$ cat config.mk
export PLATFORM = sky130hd
export DESIGN_NAME = ac_hold_timer
export DESIGN_NICKNAME = d
export VERILOG_FILES = /design/src/rtl/ac_chk_pkg.sv /design/src/rtl/ac_hold_timer.sv
export SDC_FILE = /design/constraint.sdc
export NUM_CORES = 1
export LEC_CHECK = 0
export ABC_AREA = 0
export CORE_AREA = 2 2 39 41
export DETAILED_ROUTE_END_ITERATION = 7
export DIE_AREA = 0 0 41 43
export DONT_BUFFER_PORTS = 1
export HOLD_SLACK_MARGIN = 0.03
export PLACE_DENSITY = 0.46
export SLEW_MARGIN = 0
export SYNTH_ARGS = -nofsm -noshare
export SYNTH_HDL_FRONTEND = slang
export SYNTH_SLANG_ARGS = --single-unit
export TNS_END_PERCENT = 50
$ cat constraint.sdc
create_clock -name clk -period 1.8 [get_ports clk]
set_clock_uncertainty 0.2 [all_clocks]
set_input_delay 0.54 -clock clk [delete_from_list [all_inputs] [get_ports clk]]
set_output_delay 0.54 -clock clk [all_outputs]
set_load 0.005 [all_outputs]
$ cat src/rtl/ac_chk_pkg.sv
// Shared types and widths for the AC-control vector checker.
package ac_chk_pkg;

    localparam int CODE_W    = 4;
    localparam int ERR_W     = 5;
    localparam int NUM_CODES = 16;
    localparam int HOLD_W    = 8;

    typedef enum logic [1:0] {
        IDLE   = 2'd0,
        DRIVE  = 2'd1,
        SAMPLE = 2'd2,
        DONE   = 2'd3
    } state_e;

    function automatic logic [ERR_W-1:0] err_inc(input logic [ERR_W-1:0] cnt, input logic mis);
        return cnt + {{(ERR_W-1){1'b0}}, mis};
    endfunction

endpackage

$ cat src/rtl/ac_hold_timer.sv
// Loadable up-counter; o_tc flags the last hold cycle (count == HOLD_CYCLES-1).
module ac_hold_timer
    import ac_chk_pkg::*;
#(
    parameter int HOLD_CYCLES = 20
) (
    input  logic clk,
    input  logic rst_n,
    input  logic i_load,
    input  logic i_en,
    output logic o_tc
);

    localparam logic [HOLD_W-1:0] TC_VAL = HOLD_W'(HOLD_CYCLES - 1);

    logic [HOLD_W-1:0] r_cnt;

    // Hold counter: load clears, enable advances.
    always_ff @(posedge clk) begin
        if (!rst_n) begin
            r_cnt <= {HOLD_W{1'b0}};
        end else if (i_load) begin
            r_cnt <= {HOLD_W{1'b0}};
        end else if (i_en) begin
            r_cnt <= r_cnt + HOLD_W'(1);
        end else begin
            r_cnt <= r_cnt;
        end
    end

    assign o_tc = (r_cnt == TC_VAL);

endmodule

* After elaboration in Yosys (flattened, before gate mapping)
Cells that the tools add are included.
Word-level totals: register bits 8, input port bits 4, output and inout bits 1, word-level logic and storage cells 5
Cells by class: add/sub/neg operators 1, eq/ne operators 1, bitwise gates (word level) 1, reductions and logical operators 1
Operators with widths (number):
- 8-bit by 1-bit adder with 8-bit output (second input constant) | 1
- 8-bit by 5-bit == test with 1-bit output (second input constant) | 1
- 2-bit OR reduction | 1
- 1-bit inverter | 1

* Logic depth before layout (Yosys ltp)
Gate-level depths: netlist (run 1).
depth after elaboration 2, mapped depth 4, gate-level depth less buffers 4

* Least setup slack after synthesis (run 1)
No wires, ideal clock.
path type reg2out, start point register r_cnt[0], end point output o_tc, arrival time 916 ps, required time 1060 ps, setup slack 144 ps, cell stages (with the launch flop) 4, buffers on the path 0, cells stage by stage dfxtp_1 > ha_1 > nor4b_1 > and3_1
Between the ends: word-level cells in the longest chain between the ends 1
RTL lines:
- from (decl) | line ac_hold_timer.sv:16 | logic [HOLD_W-1:0] r_cnt;
- from (signal assigned) | line ac_hold_timer.sv:21 | r_cnt <= {HOLD_W{1'b0}};
- from (signal assigned) | line ac_hold_timer.sv:23 | r_cnt <= {HOLD_W{1'b0}};
- from (signal assigned) | line ac_hold_timer.sv:25 | r_cnt <= r_cnt + HOLD_W'(1);
- 8-bit by 5-bit == test with 1-bit output | line ac_hold_timer.sv:31 | assign o_tc = (r_cnt == TC_VAL);
- to (decl) | line ac_hold_timer.sv:11 | output logic o_tc
No other way between the ends.

* Worst setup path after layout (run 1)
start point register r_cnt[1], end point output o_tc
The elaborated chain is that of the path after synthesis.

==> flow_metrics.py, run 1 <==
metrics = {
    "global_route": {
        "grt_antenna_before_repair": 0,
        "grt_pass1_vias": 318,
        "grtUsageTotal": 0.114,
        "overflow": 0,
        "grt_pass1_wl_um": 1300,
        "grt_max_degree": 8,
    },
    "floorplan": {
        "start_util": 0.269,
        "die_y_um": 43,
        "num_io_pins": 5,
        "dieArea_um2": 1760,
        "core_area_um2": 1380,
        "rows": 14,
        "dieWidth_um": 41,
    },
    "clock_tree": {
        "cts_buffers": 3,
        "clkTransAtPathRegs_ns": 0.05,
        "cts.path.max_buffers": 2,
        "cts.sink_count": 8,
        "worstSkewPairLatency_ns": 0.26,
        "clock-root-buffer": "clkbuf_4",
        "cts_tree": "yes",
        "cts_max_level": 1,
        "ctsHoldBuffers": 0,
    },
    "setup_path": {
        "reg2regPathDepth": 6,
        "critical-path-slowest-cell": "dfxtp_2",
        "critPathKind": "reg2out",
        "ff2ff_setup_slack_ns": 0.15,
        "startpoint_type": "flop",
        "r2r-end": "r_cnt[6]",
        "cp-end-kind": "output port",
        "reg2reg_from": "r_cnt[0]",
        "path_max_fanout": 2,
        "required_ns": 1.06,
        "critical_path.cell_chain": "ha_4, nor4b_4, and3_1",
        "cp.arrival_ns": 1.11,
        "slowest_delay_ns": 0.36,
    },
    "synthesis": {
        "ys_types": 20,
        "ys_ff_latch": 8,
        "syn_nets": 47,
        "synth_seq_area_share": 0.430,
        "synth.avg_cell_area_um2": 9.09,
        "synthCells": 41,
        "yosys_warnings": 0,
        "synth_area_um2": 373,
    },
    "final_layout": {
        "mostFrequentLayoutCells": "nor2_1 (6), dfxtp_1 (6), buf_4 (5)",
        "area_delta_synth_final_pct": 28.2,
        "largest_register_ffs": 8,
        "stdcell_count": 64,
        "drive_gt1_frac": 0.271,
        "diodes": 0,
        "largestRegisters": "r_cnt: 8 flops",
        "regMostFlops": "r_cnt",
        "nets": 56,
    },
    "routing": {
        "vias_per_cell": 4.75,
        "drc_errors": 0,
        "routed_wl_um": 750,
        "ant_nets": 0,
        "vias": 304,
        "dr.pass1.iters": 3,
        "drtIter0Drc": 3,
        "routedWlPerCell_um": 11.7,
    },
    "timing": {
        "period_minus_slack_ns": 1.85,
        "setup_viol": 1,
        "max_freq_mhz": 540,
        "finalWorstSetupSlack_ns": -0.0520,
        "slew_violations": 0,
        "worst_slew_pin_slew_ns": 0.269,
        "hold_viol_final": 0,
        "finalSetupTns_ns": -0.0520,
        "finalCritPeriodShare": 1.03,
        "rsz0062_at_grt": "true",
        "slew_headroom": 0.820,
    },
    "placement": {
        "io_buffers": 0,
        "dp_cells": 58,
        "dpl.hpwl_um": 541,
        "place_congestion": 0.730,
    },
    "power_and_ir_drop": {
        "power.density_nw_per_um2": 700,
        "ir_worst_vdd_v": 0.000298,
        "leakage_nw": 0.191,
    },
    "run": {
        "maxCapViolCount": 0,
    },
    "worst_hold_path": {
        "holdPathStages": 2,
        "hold_path_end": "r_cnt[0]",
        "worstHoldStart": "i_en",
        "worstHoldPathType": "in2reg",
    },
    "outcome": {
        "violations": "setup timing",
        "status": "finished with violations",
    },
}
## worst max-delay path, delay by kind of cell, from the launching register on
kind	cells	cell delay, ns
fa+ha+maj	1	0.14
flops	1	0.36
simple gates	2	0.36
## layer usage
layer / up-vias / wire length, um / GRT usage
met5: - / 0 / 0
met2: 5 / 354 / 0.184
met3: 2 / 38 / 0.0471
met4: 0 / 19 / 0.0600
li1: 160 / - / -
met1: 137 / 337 / 0.118
## cell type report
class                   count  area (um^2)
multi-input cells          32          235
clock buffers               3         22.5
flip-flops and latches      8          163
repair buffers              5         37.5
well taps                  16         20.0
fillers                   145          906
## Yosys cell counts (all sizes together)
library cell | number | area share
a21oi | 2 | 0.027
xor2 | 3 | 0.070
nand4 | 3 | 0.067
nor2 | 6 | 0.060
nor4b | 1 | 0.023
dfxtp | 8 | 0.43
nor2b | 1 | 0.017
nand2b | 1 | 0.017
or3 | 2 | 0.034
buf | 1 | 0.013
o21ai | 2 | 0.027
or4 | 1 | 0.020
xnor2 | 1 | 0.023
and3 | 1 | 0.017
ha | 2 | 0.067
mux2i | 1 | 0.027
nand2 | 4 | 0.040
o211ai | 1 | 0.020
## cell families (layout without fill, tap and decap cells)
kind of cell / after synthesis / in the layout / share of synthesized area
AO/OA/AOI/OAI: 5 / 5 / 0.0738
XOR/XNOR: 4 / 4 / 0.0940
adder cells (fa/ha/maj): 2 / 2 / 0.0671
buffers and inverters: 1 / 8 / 0.0134
flip-flops: 8 / 8 / 0.430
multiplexers: 1 / 1 / 0.0268
AND/OR/NAND/NOR: 20 / 20 / 0.295
## power by group
part / switching [mW] / leakage (nW) / internal (mW) / total [mW]
sequential: 0.00168 / 0.0655 / 0.179 / 0.181
clock: 0.0608 / 0.0138 / 0.0763 / 0.137
combinational: 0.00704 / 0.112 / 0.00931 / 0.0163
## worst max-delay path by stage
stage / startpoint / to / slack (ns)
5_1_grt: r_cnt[1] / o_tc / -0.09
2_1_floorplan: r_cnt[0] / o_tc / 0.14
6_report: r_cnt[1] / o_tc / -0.05
4_1_cts: r_cnt[1] / o_tc / -0.07
3_3_place_gp: r_cnt[1] / o_tc / 0.09
3_5_place_dp: r_cnt[1] / o_tc / 0.07
## stage by stage
stage	hold WS [ns]	util	setup slack [ns]	area [um^2]	power [mW]
after global placement	0.279	0.291	0.0919	403	0.197
after global routing	0.246	0.345	-0.0933	478	0.353
after detailed placement	0.304	0.291	0.0728	403	0.197
after CTS	0.235	0.332	-0.0667	459	0.340
after floorplan	0.266	-	0.144	373	0.193
final	0.242	0.345	-0.0520	478	0.334
## timing repair
item,CTS,global route
endpoints found under the setup margin,1,1
resized for setup,4,2
pin swaps,2,1
buffers inserted,3,0
Power figures use the tool's default switching activity.
==> inputs of run 2 (changes only) <==
--- a/config.mk
+++ b/config.mk
@@ -6,12 +6,13 @@
 export NUM_CORES = 1
 export LEC_CHECK = 0
 export ABC_AREA = 0
+export CAP_MARGIN = 15
 export CORE_AREA = 2 2 39 41
 export DETAILED_ROUTE_END_ITERATION = 7
 export DIE_AREA = 0 0 41 43
 export DONT_BUFFER_PORTS = 1
 export HOLD_SLACK_MARGIN = 0.03
-export PLACE_DENSITY = 0.46
+export PLACE_DENSITY_LB_ADDON = 0.12
 export SLEW_MARGIN = 0
 export SYNTH_ARGS = -nofsm -noshare
 export SYNTH_HDL_FRONTEND = slang
==> run 2 against run 1 <==
The run still ends with setup timing left. Core utilization fell by 0.72 points. Hold slack got worse by 0.0075 ns. Wire length rose by 14%. Clock-buffer cell count did not move. Sequential power barely moved. Combinational power fell by 10%. Flip-flop and latch count did not move. Power fell by 0.57%. Critical path depth did not move. Sequential share of layout area rose by 0.73 points. Global-route usage rose by 0.66 points.
==> flow_metrics.py, run 2 (synthesis results as in run 1) <==
metrics = {
    "outcome": {
        "status": "finished with violations",
        "violations": "setup timing",
    },
    "clock_tree": {
        "cts_max_level": 1,
        "cts_buffers": 3,
        "cts_tree": "yes",
        "cts.sink_count": 8,
        "worstSkewPairLatency_ns": 0.26,
        "cts.path.max_buffers": 2,
        "clock-root-buffer": "clkbuf_4",
        "clkTransAtPathRegs_ns": 0.05,
    },
    "final_layout": {
        "n_fill_cell": 149,
        "regMostFlops": "r_cnt",
        "final_area_um2": 468,
        "largestRegisters": "r_cnt: 8 flops",
        "largest_register_ffs": 8,
        "final_util": 0.338,
        "mostFrequentLayoutCells": "nor2_1 (6), dfxtp_1 (6), nand2_1 (4)",
        "diodes": 0,
        "drive_gt1_frac": 0.261,
        "area_delta_synth_final_pct": 25.5,
        "nets": 54,
    },
    "setup_path": {
        "critPathKind": "reg2out",
        "required_ns": 1.06,
        "startpoint_type": "flop",
        "critical-path-slowest-cell": "dfxtp_2",
        "critical_path.cell_chain": "ha_4, nor4b_4, and3_4",
        "cp-end-kind": "output port",
        "crit_family": "simple AND/OR/NAND/NOR gates",
        "path_max_fanout": 2,
        "cp.arrival_ns": 1.15,
        "slowest_delay_ns": 0.35,
        "path_buf_inv": 0,
    },
    "floorplan": {
        "rows": 14,
        "num_io_pins": 5,
        "die_y_um": 43,
        "start_util": 0.269,
        "dieWidth_um": 41,
        "core_area_um2": 1380,
        "dieArea_um2": 1760,
    },
    "timing": {
        "slew_headroom": 0.828,
        "setup_viol": 1,
        "hold_viol_final": 0,
        "slew_violations": 0,
        "rsz0062_at_grt": "true",
        "finalCritPeriodShare": 1.05,
        "finalWorstSetupSlack_ns": -0.0896,
        "period_minus_slack_ns": 1.89,
        "worst_slew_pin_slew_ns": 0.258,
        "max_freq_mhz": 529,
    },
    "global_route": {
        "grt_max_degree": 8,
        "grt_pass1_wl_um": 1300,
        "overflow": 0,
        "grtUsageTotal": 0.121,
        "grt_pass1_vias": 318,
        "grt_antenna_before_repair": 0,
    },
    "worst_hold_path": {
        "worstHoldPathType": "in2reg",
    },
    "routing": {
        "routed_wl_um": 853,
        "ant_nets": 0,
        "routedWlPerCell_um": 13.8,
        "drc_errors": 0,
        "vias": 317,
        "dr.pass1.iters": 2,
        "drtIter0Drc": 6,
        "vias_per_cell": 5.11,
    },
    "power_and_ir_drop": {
        "leakage_nw": 0.178,
        "ir_worst_vdd_v": 0.000269,
        "power.density_nw_per_um2": 710,
    },
    "run": {
        "maxCapViolCount": 0,
    },
    "placement": {
        "placed_cell_area_um2": 403,
        "io_buffers": 0,
        "pre_cts_ws_ns": 0.0808,
        "place_congestion": 0.748,
        "dpl.hpwl_um": 555,
    },
}
run 2: changes by cell type in the layout (fill, tap and decap cells not counted), sizes merged:
| cell | previous run | this run |
|---|---|---|
| buf | 5 | 3 |
run 2: path summary, 6_finish.rpt:
check             slack (ns)  endpoint  cells after the start     start
hold reg to reg         0.32  r_cnt[7]                      2  r_cnt[7]
hold / removal          0.23  r_cnt[0]                      2      i_en
setup / recovery       -0.09      o_tc                      3  r_cnt[0]
setup reg to reg        0.21  r_cnt[6]                      5  r_cnt[0]
run 2: routing by layer:
metal  track usage  vias to the layer above  share of wire
met3        0.0942                        2          0.064
met4        0.0600                        0          0.013
met2         0.188                        6           0.53
met5             0                        -              0
li1              -                      157              -
met1         0.106                      152           0.40
run 2: layout make-up:
cell class	count	area, um^2	share of cell area
Tap cell	16	20.0	0.0428
Sequential cell	8	163	0.348
Multi-Input combinational cell	32	240	0.513
Timing Repair Buffer	3	22.5	0.0481
Clock buffer	3	22.5	0.0481
run 2: where the power goes:
part / internal (mW) / switching [mW]
Combinational: 0.00793 / 0.00670
Clock: 0.0763 / 0.0606
Sequential: 0.179 / 0.00174
Total: 0.263 / 0.0690
run 2: repair_timing:
action	4_1_cts	5_1_grt
hold buffers	0	0
pin swaps	1	1
resized for setup	3	4
endpoints found under the setup margin	1	1
buffers inserted	1	0
run 2: metrics by stage:
step	power, mW	hold slack (ns)	setup TNS (ns)	cells
final	0.332	0.235	-0.0896	62
after global routing	0.347	0.240	-0.157	62
after CTS	0.338	0.230	-0.0653	62
after detailed placement	0.197	0.321	0	58
after global placement	0.197	0.279	0	58
after floorplan	0.193	0.266	0	41
==> inputs of run 3 (changes only) <==
==> constraint.sdc (replaced) <==
create_clock -name clk -period 2.1 [get_ports clk]
set_clock_uncertainty 0.2 [all_clocks]
set_input_delay 0.63 -clock clk [delete_from_list [all_inputs] [get_ports clk]]
set_output_delay 0.63 -clock clk [all_outputs]
set_load 0.005 [all_outputs]
==> run 3 against run 2 <==
The flow now finishes without violations. Register-to-register slack improved by 0.42 ns. Setup slack improved by 0.18 ns. Sequential power decreased by 14%. Clock-buffer cell count unchanged. Combinational power decreased by 37%. Power decreased by 15%. Via count decreased by 2.8%. Critical endpoint unchanged.
==> flow_metrics.py, run 3 (synthesis results as in run 1) <==
metrics = {
    "clock_tree": {
        "cts.path.max_buffers": 2,
        "ctsHoldBuffers": 0,
        "clkTransAtPathRegs_ns": 0.05,
        "post_cts_buffers": 0,
        "cts_tree": "yes",
        "clock-root-buffer": "clkbuf_4",
        "cts_buffers": 3,
        "cts.sink_count": 8,
        "worstSkewPairLatency_ns": 0.26,
        "cts_max_level": 1,
    },
    "timing": {
        "slew_violations": 0,
        "worst_slew_pin_slew_ns": 0.251,
        "setup_viol": 0,
        "finalSetupTns_ns": 0,
        "max_freq_mhz": 497,
        "hold_viol_final": 0,
        "period_minus_slack_ns": 2.01,
        "finalCritPeriodShare": 0.959,
        "slew_headroom": 0.833,
        "rsz0062_at_grt": "false",
    },
    "global_route": {
        "grt_pass1_wl_um": 1260,
        "grt_pass1_vias": 313,
        "grt_antenna_before_repair": 0,
        "grt_max_degree": 8,
        "grtUsageTotal": 0.116,
        "overflow": 0,
    },
    "floorplan": {
        "die_y_um": 43,
        "dieArea_um2": 1760,
        "core_area_um2": 1380,
        "start_util": 0.269,
        "num_io_pins": 5,
        "rows": 14,
        "dieWidth_um": 41,
    },
    "final_layout": {
        "drive_gt1_frac": 0.182,
        "largest_register_ffs": 8,
        "stdcell_count": 60,
        "largestRegisters": "r_cnt: 8 flops",
        "final_util": 0.316,
        "regMostFlops": "r_cnt",
        "nets": 52,
        "diodes": 0,
        "area_delta_synth_final_pct": 17.4,
        "mostFrequentLayoutCells": "nor2_1 (6), dfxtp_1 (6), nand2_1 (4)",
    },
    "setup_path": {
        "startpoint_type": "flop",
        "cp-end-kind": "output port",
        "critical-path-slowest-cell": "dfxtp_4",
        "crit_family": "simple AND/OR/NAND/NOR gates",
        "required_ns": 1.27,
        "slowest_delay_ns": 0.36,
        "critical_path.cell_chain": "ha_1, nor4b_4, and3_1",
        "reg2reg_from": "r_cnt[2]",
        "cp.arrival_ns": 1.18,
        "crit_start": "r_cnt[0]",
        "critPathKind": "reg2out",
        "reg2regPathDepth": 3,
        "path_max_fanout": 4,
        "r2r-end": "r_cnt[7]",
        "path_buf_inv": 0,
        "ff2ff_setup_slack_ns": 0.63,
    },
    "routing": {
        "routed_wl_um": 714,
        "dr.pass1.iters": 1,
        "vias_per_cell": 5.13,
        "drc_errors": 0,
        "vias": 308,
        "drtIter0Drc": 0,
        "ant_nets": 0,
        "routedWlPerCell_um": 11.9,
    },
    "placement": {
        "io_buffers": 0,
        "place_congestion": 0.677,
        "dp_cells": 57,
        "dpl.hpwl_um": 536,
    },
    "power_and_ir_drop": {
        "power.density_nw_per_um2": 643,
        "leakage_nw": 0.172,
        "p_sw_frac": 0.206,
        "power_mw": 0.281,
        "seqPwrFrac": 0.550,
        "p_int_mw": 0.224,
        "ir_worst_vdd_v": 0.000203,
        "p_sw_mw": 0.0579,
        "combPwrFrac": 0.033,
        "clkPwrFrac": 0.417,
    },
    "worst_hold_path": {
        "holdPathStages": 2,
        "hold_path_end": "r_cnt[0]",
        "worstHoldStart": "i_en",
        "worstHoldPathType": "in2reg",
    },
    "outcome": {
        "status": "finished clean",
    },
    "run": {
        "maxCapViolCount": 0,
    },
}
[run 3: cell types whose count changed in the layout (fill, tap and decap cells not counted), sizes merged]
cell	previous run	this run
buf	3	1
[run 3: how the worst max path moves through the flow]
| stage | endpoint | slack [ns] | cells after the start |
|---|---|---|---|
| finish | o_tc | 0.09 | 3 |
| global route | o_tc | 0.01 | 3 |
| CTS | o_tc | 0.01 | 3 |
| detailed placement | o_tc | 0.26 | 3 |
| global placement | o_tc | 0.27 | 3 |
| floorplan | o_tc | 0.35 | 3 |
[run 3: per-stage QoR]
| step | setup WS, ns | hold slack (ns) | instance area (um^2) |
|---|---|---|---|
| 3_5_place_dp | 0.258 | 0.314 | 395 |
| 5_1_grt | 0.0114 | 0.340 | 438 |
| 3_3_place_gp | 0.275 | 0.280 | 395 |
| 6_report | 0.0861 | 0.326 | 438 |
| 4_1_cts | 0.00955 | 0.322 | 420 |
| 2_1_floorplan | 0.354 | 0.266 | 373 |
[run 3: layout make-up]
cell class	instances	area, um^2
Clock buffer	3	22.5
Multi-Input combinational cell	32	223
Sequential cell	8	165
Timing Repair Buffer	1	7.51
Tap cell	16	20.0
Fill cell	151	946
[run 3: timing repair]
item,CTS,global route
endpoints found under the setup margin,1,1
gates resized for setup,2,3
pin swaps,1,1
[run 3: worst register-to-register path, stage by stage, from the launching register on]
cell	delay, ns
dfxtp_1	0.46
nand4_2	0.20
or4_1	0.49
nand2_1	0.08
[run 3: metal layers]
layer / part of all wire / GRT usage / wire, um
met1: 0.40 / 0.0971 / 285
met2: 0.52 / 0.181 / 368
met3: 0.038 / 0.0471 / 27
met4: 0.043 / 0.120 / 31
met5: 0 / 0 / 0
[run 3: power by group through the flow]
stage	clock network [mW]	logic (mW)	registers (mW)
after floorplan	0	0.00729	0.158
after global placement	0	0.00908	0.158
after detailed placement	0	0.00945	0.158
after CTS	0.124	0.00951	0.155
after global routing	0.132	0.0106	0.155
final	0.117	0.00926	0.155
